==> src/rtl/imm_pkg.sv <==
`default_nettype none
// ============================================================================
//  Package    : imm_pkg
//  Description: Shared immediate-generation types, widths and the extension
//               helper. The decode-stage immediate generator and the
//               register-file/ALU immediate path both use extend_imm().
//  Revision   : 1.0 - initial release
// ============================================================================
package imm_pkg;

    localparam int NIBBLE_W  = 4;
    localparam int IMM_IN_W  = 8;
    localparam int IMM_OUT_W = 16;

    typedef logic [15:0] imm16_t;

    typedef enum logic {
        EXT_SIGN = 1'b0,
        EXT_ZERO = 1'b1
    } ext_mode_e;

    // Widen an 8-bit immediate to the 16-bit datapath. Sign mode replicates
    // bit 7 into the upper byte; zero mode fills the upper byte with 0s.
    function automatic imm16_t extend_imm(input logic [7:0] imm8,
                                          input ext_mode_e  mode);
        imm16_t result;
        if (mode == EXT_ZERO) begin
            result = {8'h00, imm8};
        end else begin
            result = {{8{imm8[7]}}, imm8};
        end
        return result;
    endfunction

endpackage : imm_pkg
`default_nettype wire

==> src/rtl/imm_extend_comb.sv <==
`default_nettype none
// ============================================================================
//  Module     : imm_extend_comb
//  Description: Purely combinational immediate extender. Concatenates the two
//               instruction nibbles and sign- or zero-extends the result.
//  Ports      : upper     - high nibble (its MSB is the immediate sign bit)
//               lower     - low nibble
//               zext      - 0: sign extend, 1: zero extend
//               ext_value - unregistered extended immediate
//  Revision   : 1.0 - initial release
// ============================================================================
module imm_extend_comb #(
    parameter int IMM_IN_W  = imm_pkg::IMM_IN_W,
    parameter int IMM_OUT_W = imm_pkg::IMM_OUT_W
) (
    input  logic [IMM_IN_W/2-1:0] upper,
    input  logic [IMM_IN_W/2-1:0] lower,
    input  logic                  zext,
    output logic [IMM_OUT_W-1:0]  ext_value
);
    import imm_pkg::*;

    logic [IMM_IN_W-1:0] imm_raw;

    assign imm_raw = {upper, lower};

    generate
        if (IMM_IN_W == 8 && IMM_OUT_W == 16) begin : g_pkg_fn
            // Native datapath widths: share the package helper so this path
            // and the ALU immediate path cannot drift apart.
            assign ext_value = extend_imm(imm_raw, ext_mode_e'(zext));
        end else begin : g_generic
            // Any other legal width pair: the signed cast supplies the
            // sign-bit replication, the unsigned cast the zero fill.
            assign ext_value = zext ? IMM_OUT_W'(imm_raw)
                                    : IMM_OUT_W'($signed(imm_raw));
        end
    endgenerate

endmodule : imm_extend_comb
`default_nettype wire

==> src/rtl/sign_extend.sv <==
`default_nettype none
// ============================================================================
//  Module     : sign_extend
//  Description: Registered immediate generator for the decode stage. The
//               extended immediate is captured one cycle after the nibbles
//               and mode are presented, and feeds the ALU B-operand mux.
//  Ports      : clk   - rising-edge clock
//               reset - asynchronous, active-high; clears imme at once
//               upper - high nibble of the immediate (bit 3 = sign)
//               lower - low nibble of the immediate
//               zext  - 0: sign extend, 1: zero extend
//               imme  - registered extended immediate
//  Revision   : 1.0 - initial release
// ============================================================================
module sign_extend #(
    parameter int IMM_IN_W  = imm_pkg::IMM_IN_W,
    parameter int IMM_OUT_W = imm_pkg::IMM_OUT_W
) (
    input  logic                  clk,
    input  logic                  reset,
    input  logic [IMM_IN_W/2-1:0] upper,
    input  logic [IMM_IN_W/2-1:0] lower,
    input  logic                  zext,
    output logic [IMM_OUT_W-1:0]  imme
);
    import imm_pkg::*;

    // Reject width combinations the extender cannot represent.
    generate
        if (!(IMM_OUT_W >= IMM_IN_W && IMM_IN_W == 2 * imm_pkg::NIBBLE_W)) begin : g_bad_params
            $error("sign_extend: need IMM_OUT_W >= IMM_IN_W and IMM_IN_W == 2*NIBBLE_W");
        end
    endgenerate

    logic [IMM_OUT_W-1:0] ext_value;

    imm_extend_comb #(
        .IMM_IN_W  (IMM_IN_W),
        .IMM_OUT_W (IMM_OUT_W)
    ) u_imm_extend_comb (
        .upper     (upper),
        .lower     (lower),
        .zext      (zext),
        .ext_value (ext_value)
    );

    // Only state in the block: the output register. Reset is not
    // resynchronised here; the deassertion is expected to be clean upstream.
    always_ff @(posedge clk or posedge reset) begin
        if (reset) begin
            imme <= '0;
        end else begin
            imme <= ext_value;
        end
    end

endmodule : sign_extend
`default_nettype wire

==> config.mk <==
export PLATFORM = sky130hd
export DESIGN_NAME = sign_extend
export DESIGN_NICKNAME = d
export VERILOG_FILES = /design/src/rtl/imm_pkg.sv /design/src/rtl/imm_extend_comb.sv /design/src/rtl/sign_extend.sv
export SDC_FILE = /design/constraint.sdc
export NUM_CORES = 1
export LEC_CHECK = 0
export CORE_AREA = 4 4 41 43
export CTS_CLUSTER_DIAMETER = 100
export DETAILED_ROUTE_END_ITERATION = 8
export DIE_AREA = 0 0 45 47
export GPL_TIMING_DRIVEN = 0
export PLACE_DENSITY = 0.61
export SLEW_MARGIN = 30
export SYNTH_ARGS = -nofsm -noshare
export SYNTH_HDL_FRONTEND = slang
export SYNTH_SLANG_ARGS = --single-unit
==> constraint.sdc <==
create_clock -name clk -period 0.8 [get_ports clk]
set_input_delay 0.08 -clock clk [delete_from_list [all_inputs] [get_ports clk]]
set_output_delay 0.08 -clock clk [all_outputs]
set_load 0.1 [all_outputs]
==> results_dict.tcl, run 1 <==
set metrics [dict create \
    hold_violations 0 \
    start_kind "register" \
    drc 0 \
    ant_nets 0 \
    via_per_inst 3.57 \
    grt_max_degree 10 \
    path_class "register to primary output" \
    setup_slack_ps -367 \
    dr.pass1.iters 1 \
    cellLeakagePower_uw 0.000326 \
    layout.area.seq_um2 239 \
    nets 60 \
    yosysWarnings 0 \
    reg.largest.list "imme: 9 flops" \
    cts-root-buf "clkbuf_4" \
    cts_made_buffers 3 \
    clockBufferDepth 2 \
    core_area_mm2 0.00130 \
    critPathRequiredTime_ps 720 \
    avgSynthCellArea_um2 16.4 \
    hold_buffers 0 \
    rsz0062_at_grt "yes" \
    largest_register_ffs 9 \
    outcome "finished, violations left" \
    cts-htree-levels 1 \
    nFillCells 117 \
    violations "negative setup slack" \
    syn-cell-area_um2 295 \
    syn_inst 18 \
    grt_overflow_total 0 \
    synthTopCellsByArea "dfrtp_1, buf_4, nor2b_4, inv_1" \
    die_y_um 47 \
    p_switching_uw 520 \
    drive_gt1_frac 0.750 \
    power.density_mw_per_mm2 1900 \
    yosysSeqAreaShare 0.763 \
    crit_arrival_ps 1090 \
    post-route-period-util 1.46 \
    clkTransAtPathRegs_ps 60 \
    clock_power_share 0.238 \
    ys_ff_latch 9 \
    grt_pass1_vias 283 \
    num_antenna_cells 0 \
    switching_share 0.373 \
    start_util 0.227 \
    chipWidth_um 45 \
    final_common_cell "buf_6" \
    cts_setup_buffers 0 \
    cts_sinks 9 \
    grt_pass1_wl_um 1160 \
    max_slew.worst_pin.slew_ps 310 \
    seq_power_share 0.361 \
    drt_iter0_markers 0 \
    maxSlewViolCount 0 \
    areaGrowthSynthToFinish_pct 148 \
    die_area_mm2 0.00212 \
    wirelength_um 668 \
    wl_per_cell_um 10.6 \
    max_freq_mhz 857 \
    vias 225 \
    multi_input_area_um2 13.8 \
    io_pins 27 \
    path_max_fanout 8 \
    crit_path_end_kind "primary output" \
    cts_tree "yes" \
    fin_crit_ps 1170 \
    grt_antenna_before_repair 0 \
    post-synth-top-area-cell "dfrtp_1" \
    relSlewSlack 0.793 \
    max-cap-violations 0 \
    peakVddDrop_v 0.00108 \
    final_cell_mix "buf_6, clkdlybuf4s50_1, dfrtp_2, buf_12, buf_8" \
    comb_power_share 0.401 \
    gp_congestion 0.622 \
    intPower_uw 875 \
    synth_cell_type_count 4 \
    hp-class "input pin to async pin" \
    syn_nets 29 \
    finalSetupViolCount 16 \
    port-buffer-count 26 \
    hpwl_um 545 \
    yosys.area.top_type_share 0.763 \
    regMostFlops "imme" \
    grt_usage 0.0848 \
    rows 13 \
    power_uw 1400 \
    post-route-util 0.563 \
]
## what timing repair did
item,4_1_cts,5_1_grt
endpoints found under the hold margin,0,0
gates resized for setup,128,1
setup endpoints to repair,16,16
## cells by family after synthesis
logic type / synth area share
DFF: 0.763
buffers and inverters: 0.191
and+or+nand+nor: 0.0466
## cells in the mapped netlist (all sizes together)
library cell	n
nor2b	1
dfrtp	9
inv	1
buf	7
## critical path: stages (launching register included)
cell     delay (ps)
dfrtp_4         530
buf_6           140
buf_12          150
## layer usage
| layer | up-vias | GRT usage | wire, um |
|---|---|---|---|
| met5 | - | 0 | 0 |
| met3 | 0 | 0.0230 | 81 |
| met4 | 0 | 0.105 | 0 |
| met1 | 99 | 0.0660 | 196 |
| met2 | 21 | 0.153 | 391 |
| li1 | 105 | - | - |
## area by class of cell
| class | instances | area share |
|---|---|---|
| clock buffer | 4 | 0.0358 |
| multi-input combinational | 1 | 0.0188 |
| timing repair buffer | 26 | 0.481 |
| buffer | 7 | 0.108 |
| inverter | 1 | 0.00512 |
| tap | 15 | 0.0256 |
| sequential | 9 | 0.326 |
## power groups by stage
| stage | registers (uW) | logic, uW | clock network [uW] |
|---|---|---|---|
| 3_3_place_gp | 505 | 494 | 0 |
| 4_1_cts | 504 | 560 | 354 |
| 3_5_place_dp | 506 | 496 | 0 |
| 2_1_floorplan | 679 | 187 | 0 |
| 6_report | 504 | 559 | 332 |
| 5_1_grt | 507 | 574 | 371 |
## worst paths after layout
kind,from,endpoint,slack (ps),cells after the start
max in group asynchronous,reset,imme[14],470,2
max,imme[14],imme[13],-370,2
min in group clk,upper[0],imme[4],260,1
min,reset,imme[14],70,2
## per-stage QoR
stage / TNS [ps] / instances / worst slack [ps] / instance area (um^2) / hold slack [ps]
after CTS: -4020 / 63 / -382 / 729 / 80.5
after global routing: -4320 / 63 / -410 / 733 / 103
final: -3770 / 63 / -367 / 733 / 73.7
after detailed placement: -13580 / 59 / -989 / 614 / 361
after floorplan: -1500 / 18 / -214 / 335 / -92.6
after global placement: -13520 / 59 / -971 / 614 / 343
(Power assumes the default switching activity.)
==> run 2, diff against run 1 <==
--- a/config.mk
+++ b/config.mk
@@ -9,8 +9,9 @@
 export CTS_CLUSTER_DIAMETER = 100
 export DETAILED_ROUTE_END_ITERATION = 8
 export DIE_AREA = 0 0 45 47
+export DONT_BUFFER_PORTS = 1
 export GPL_TIMING_DRIVEN = 0
-export PLACE_DENSITY = 0.61
+export PLACE_DENSITY = 0.35
 export SLEW_MARGIN = 30
 export SYNTH_ARGS = -nofsm -noshare
 export SYNTH_HDL_FRONTEND = slang
==> run 2 against run 1 <==
The flow still finishes with violations (negative setup slack); sequential power is 36% higher; clock power increased by 2%; core utilization fell by 18 points; critical path depth shrank 1; flip-flop and latch count unchanged; worst hold slack improved by 150 ps; maximum frequency shrank 10%; final area fell by 32%; combinational power is 59% lower; die area is the same; global-route usage is 2.1 points lower; clock-buffer cell count unchanged; critical endpoint is now imme[12]; largest cell class is now flip-flops and latches; largest power group is now sequential cells; highest routed layer unchanged.
==> results_dict.tcl, run 2 (same netlist as run 1, synthesis figures left out) <==
set metrics [dict create \
    outcome "finished, violations left" \
    violations "negative setup slack" \
    clockBufferDepth 2 \
    drc 0 \
    hold_violations 0 \
    multi_input_area_um2 13.8 \
    fin_crit_ps 1300 \
    setup_slack_ps -503 \
    drt_iter0_markers 0 \
    path_max_fanout 8 \
    path_cells "buf_6" \
    rsz0062_at_grt "yes" \
    power.density_mw_per_mm2 2510 \
    finalSetupViolCount 16 \
    ant_nets 0 \
    grt_usage 0.0638 \
    areaGrowthSynthToFinish_pct 69.5 \
    relSlewSlack 0.737 \
    final_cells 47 \
    grt_antenna_before_repair 0 \
    layout.area.seq_um2 259 \
    vias 171 \
    crit_arrival_ps 1220 \
    num_antenna_cells 0 \
    gp_congestion 0.612 \
    clkTransAtPathRegs_ps 60 \
    final_common_cell "dlygate4sd3_1" \
    final_cell_mix "dlygate4sd3_1, dfrtp_4, buf_6, clkbuf_4" \
    crit_family "flip-flops" \
    grt_pass1_wl_um 848 \
    regMostFlops "imme" \
    via_per_inst 3.64 \
    wl_per_cell_um 12.7 \
    grt_max_degree 10 \
    reg.largest.list "imme: 9 flops" \
    max-cap-violations 0 \
    core_area_mm2 0.00130 \
    critPathRequiredTime_ps 720 \
    cts_setup_buffers 0 \
    dr.pass1.iters 1 \
    critPathSlowestCell "dfrtp_4" \
    cts-root-buf "clkbuf_4" \
    peakVddDrop_v 0.000980 \
    crit_path_end_kind "primary output" \
    hpwl_um 448 \
    cellLeakagePower_uw 0.000209 \
    design_area_um2 500 \
    nets 44 \
    hp-class "input pin to async pin" \
    post-route-util 0.385 \
    die_area_mm2 0.00212 \
    cts-htree-levels 1 \
    io_pins 27 \
    chipWidth_um 45 \
    cts_made_buffers 3 \
    cts_sinks 9 \
    max_freq_mhz 767 \
    placed_area_um2 354 \
    start_kind "register" \
    grt_pass1_vias 180 \
    slowest_delay_ps 680 \
    drive_gt1_frac 0.625 \
    cts_tree "yes" \
    rows 13 \
    largest_register_ffs 9 \
    port-buffer-count 0 \
    grt_overflow_total 0 \
    path_class "register to primary output" \
    die_y_um 47 \
    start_util 0.227 \
    post-route-period-util 1.63 \
    nFillCells 127 \
    maxSlewViolCount 0 \
    dp.cells 33 \
    cp_num_buf_inv 1 \
    max_slew.worst_pin.slew_ps 394 \
    wirelength_um 595 \
]
run 2: cell types whose count changed in the layout (fill, tap and decap cells not counted):
| cell | change |
|---|---|
| clkdlybuf4s50_1 | -10 |
| dlygate4sd3_1 | +10 |
| dfrtp_2 | -8 |
| dfrtp_4 | +8 |
| buf_12 | -7 |
| buf_6 | -4 |
| buf_8 | -4 |
| buf_4 | -1 |
run 2: layout make-up:
class	instances	area share
plain buffers	7	0.157
clock buffers	4	0.0525
flip-flops and latches	9	0.517
inverters	1	0.00750
well taps	15	0.0375
multi-input cells	1	0.0275
repair buffers	10	0.200
run 2: layer usage:
metal,GRT usage,share of wire
met3,0.0192,0.13
met2,0.116,0.66
met4,0.0877,0
met1,0.0445,0.22
met5,0,0
run 2: final timing paths:
path | startpoint | end | slack (ps) | cells past startpoint
max | imme[14] | imme[12] | -500 | 1
min | reset | imme[14] | 220 | 2
max in group asynchronous | reset | imme[1] | 300 | 2
min in group clk | lower[2] | imme[2] | 380 | 1
run 2: what timing repair did:
action | in CTS | in global routing
setup endpoints to repair | 16 | 16
hold buffers | 10 | 0
hold endpoints to repair | 18 | 0
resized for setup | 8 | 0
run 2: per-stage QoR:
step / setup TNS (ps) / hold slack (ps) / worst slack (ps) / power [uW]
global route: -5420 / 261 / -544 / 1310
floorplan: -1500 / -92.6 / -214 / 866
finish: -4910 / 223 / -503 / 1250
global placement: -1580 / -64.2 / -226 / 876
CTS: -5110 / 232 / -517 / 1270
detailed placement: -1620 / -55.0 / -233 / 877
run 2: power breakdown:
group          switching (uW)  total [uW]  internal (uW)
logic                     160         230           70.4
clock network             147         338            191
registers                 193         686            493
total                     500        1250            754
==> run 3, diff against run 2 <==
--- a/config.mk
+++ b/config.mk
@@ -11,6 +11,7 @@
 export DIE_AREA = 0 0 45 47
 export DONT_BUFFER_PORTS = 1
 export GPL_TIMING_DRIVEN = 0
+export MAX_ROUTING_LAYER = met4
 export PLACE_DENSITY = 0.35
 export SLEW_MARGIN = 30
 export SYNTH_ARGS = -nofsm -noshare
==> run 3 against run 2 <==
The run still ends with negative setup slack left; core utilization did not move; power barely moved; cell count did not move; clock-buffer cell count did not move; global-route usage rose by 0.21 points; critical path depth did not move; worst hold slack barely moved.
==> results_dict.tcl, run 3 (same netlist as run 1, synthesis figures left out) <==
set metrics [dict create \
    ant_nets 0 \
    areaGrowthSynthToFinish_pct 69.5 \
    max_freq_mhz 767 \
    maxSlewViolCount 0 \
    grt_pass1_wl_um 848 \
    path_cells "buf_6" \
    nets 44 \
    num_antenna_cells 0 \
    slowest_delay_ps 680 \
    power.density_mw_per_mm2 2510 \
    crit_arrival_ps 1220 \
    cts-root-buf "clkbuf_4" \
    nFillCells 127 \
    critPathSlowestCell "dfrtp_4" \
    final_cell_mix "dlygate4sd3_1, dfrtp_4, buf_6, clkbuf_4" \
    rsz0062_at_grt "yes" \
    die_area_mm2 0.00212 \
    io_pins 27 \
    hold_violations 0 \
    clkTransAtPathRegs_ps 60 \
    clockBufferDepth 2 \
    cts-htree-levels 1 \
    peakVddDrop_v 0.000980 \
    die_y_um 47 \
    cellLeakagePower_uw 0.000209 \
    path_class "register to primary output" \
    tns_ps -4910 \
    outcome "finished, violations left" \
    multi_input_area_um2 13.8 \
    dr.pass1.iters 1 \
    hpwl_um 448 \
    finalSetupViolCount 16 \
    regMostFlops "imme" \
    relSlewSlack 0.737 \
    crit_family "flip-flops" \
    violations "negative setup slack" \
    start_kind "register" \
    largest_register_ffs 9 \
    via_per_inst 3.64 \
    max-cap-violations 0 \
    layout.area.seq_um2 259 \
    setup_slack_ps -503 \
    final_common_cell "dlygate4sd3_1" \
    vias 171 \
    drive_gt1_frac 0.625 \
    hp-class "input pin to async pin" \
    core_area_mm2 0.00130 \
    rows 13 \
    cts_made_buffers 3 \
    cts_tree "yes" \
    critPathRequiredTime_ps 720 \
    chipWidth_um 45 \
    cp_num_buf_inv 1 \
    drt_iter0_markers 0 \
    reg.largest.list "imme: 9 flops" \
    grt_max_degree 10 \
    max_slew.worst_pin.slew_ps 394 \
    path_max_fanout 8 \
    grt_antenna_before_repair 0 \
    grt_usage 0.0660 \
    power_uw 1250 \
    grt_overflow_total 0 \
    drc 0 \
    start_util 0.227 \
    gp_congestion 0.616 \
    whs_ps 223 \
    cts_sinks 9 \
    post-route-period-util 1.63 \
    wirelength_um 595 \
    port-buffer-count 0 \
    cts_setup_buffers 0 \
    fin_crit_ps 1300 \
    crit_path_end_kind "primary output" \
    grt_pass1_vias 180 \
    wl_per_cell_um 12.7 \
]
[run 3: cell counts in the layout (fill, tap and decap cells not counted)]
No cell type changed its count.
[run 3: timing repair]
action / CTS / global route
endpoints found under the hold margin: 18 / 0
gates resized for setup: 8 / 0
setup endpoints to repair: 16 / 16
hold buffers: 10 / 0
[run 3: cell type report]
type | instances | share of cell area
flip-flops and latches | 9 | 0.517
multi-input cells | 1 | 0.0275
plain buffers | 7 | 0.157
repair buffers | 10 | 0.200
well taps | 15 | 0.0375
clock buffers | 4 | 0.0525
inverters | 1 | 0.00750
[run 3: final timing paths]
check                            to  startpoint  cells after the start
min in group clk            imme[2]    lower[2]                      1
min                        imme[14]       reset                      2
max in group asynchronous   imme[1]       reset                      2
max                        imme[12]    imme[14]                      1
[run 3: routing by layer]
metal | up-vias | track usage | part of all wire
li1 | 74 | - | -
met1 | 83 | 0.0492 | 0.24
met2 | 14 | 0.116 | 0.66
met3 | 0 | 0.0115 | 0.10
met4 | 0 | 0.0877 | 0
met5 | - | - | 0
[run 3: power by group]
| part | total (uW) | switching [uW] | internal, uW |
|---|---|---|---|
| clock network | 338 | 147 | 191 |
| registers | 686 | 193 | 493 |
| logic | 230 | 160 | 70.4 |
| total | 1250 | 500 | 754 |
[run 3: per-stage QoR]
step                std cells   util  instance area [um^2]  setup WS, ps
global route               47  0.385                   500          -544
floorplan                  18      -                   335          -214
CTS                        47  0.385                   500          -517
detailed placement         33  0.272                   354          -233
global placement           33  0.272                   354          -226
finish                     47  0.385                   500          -503
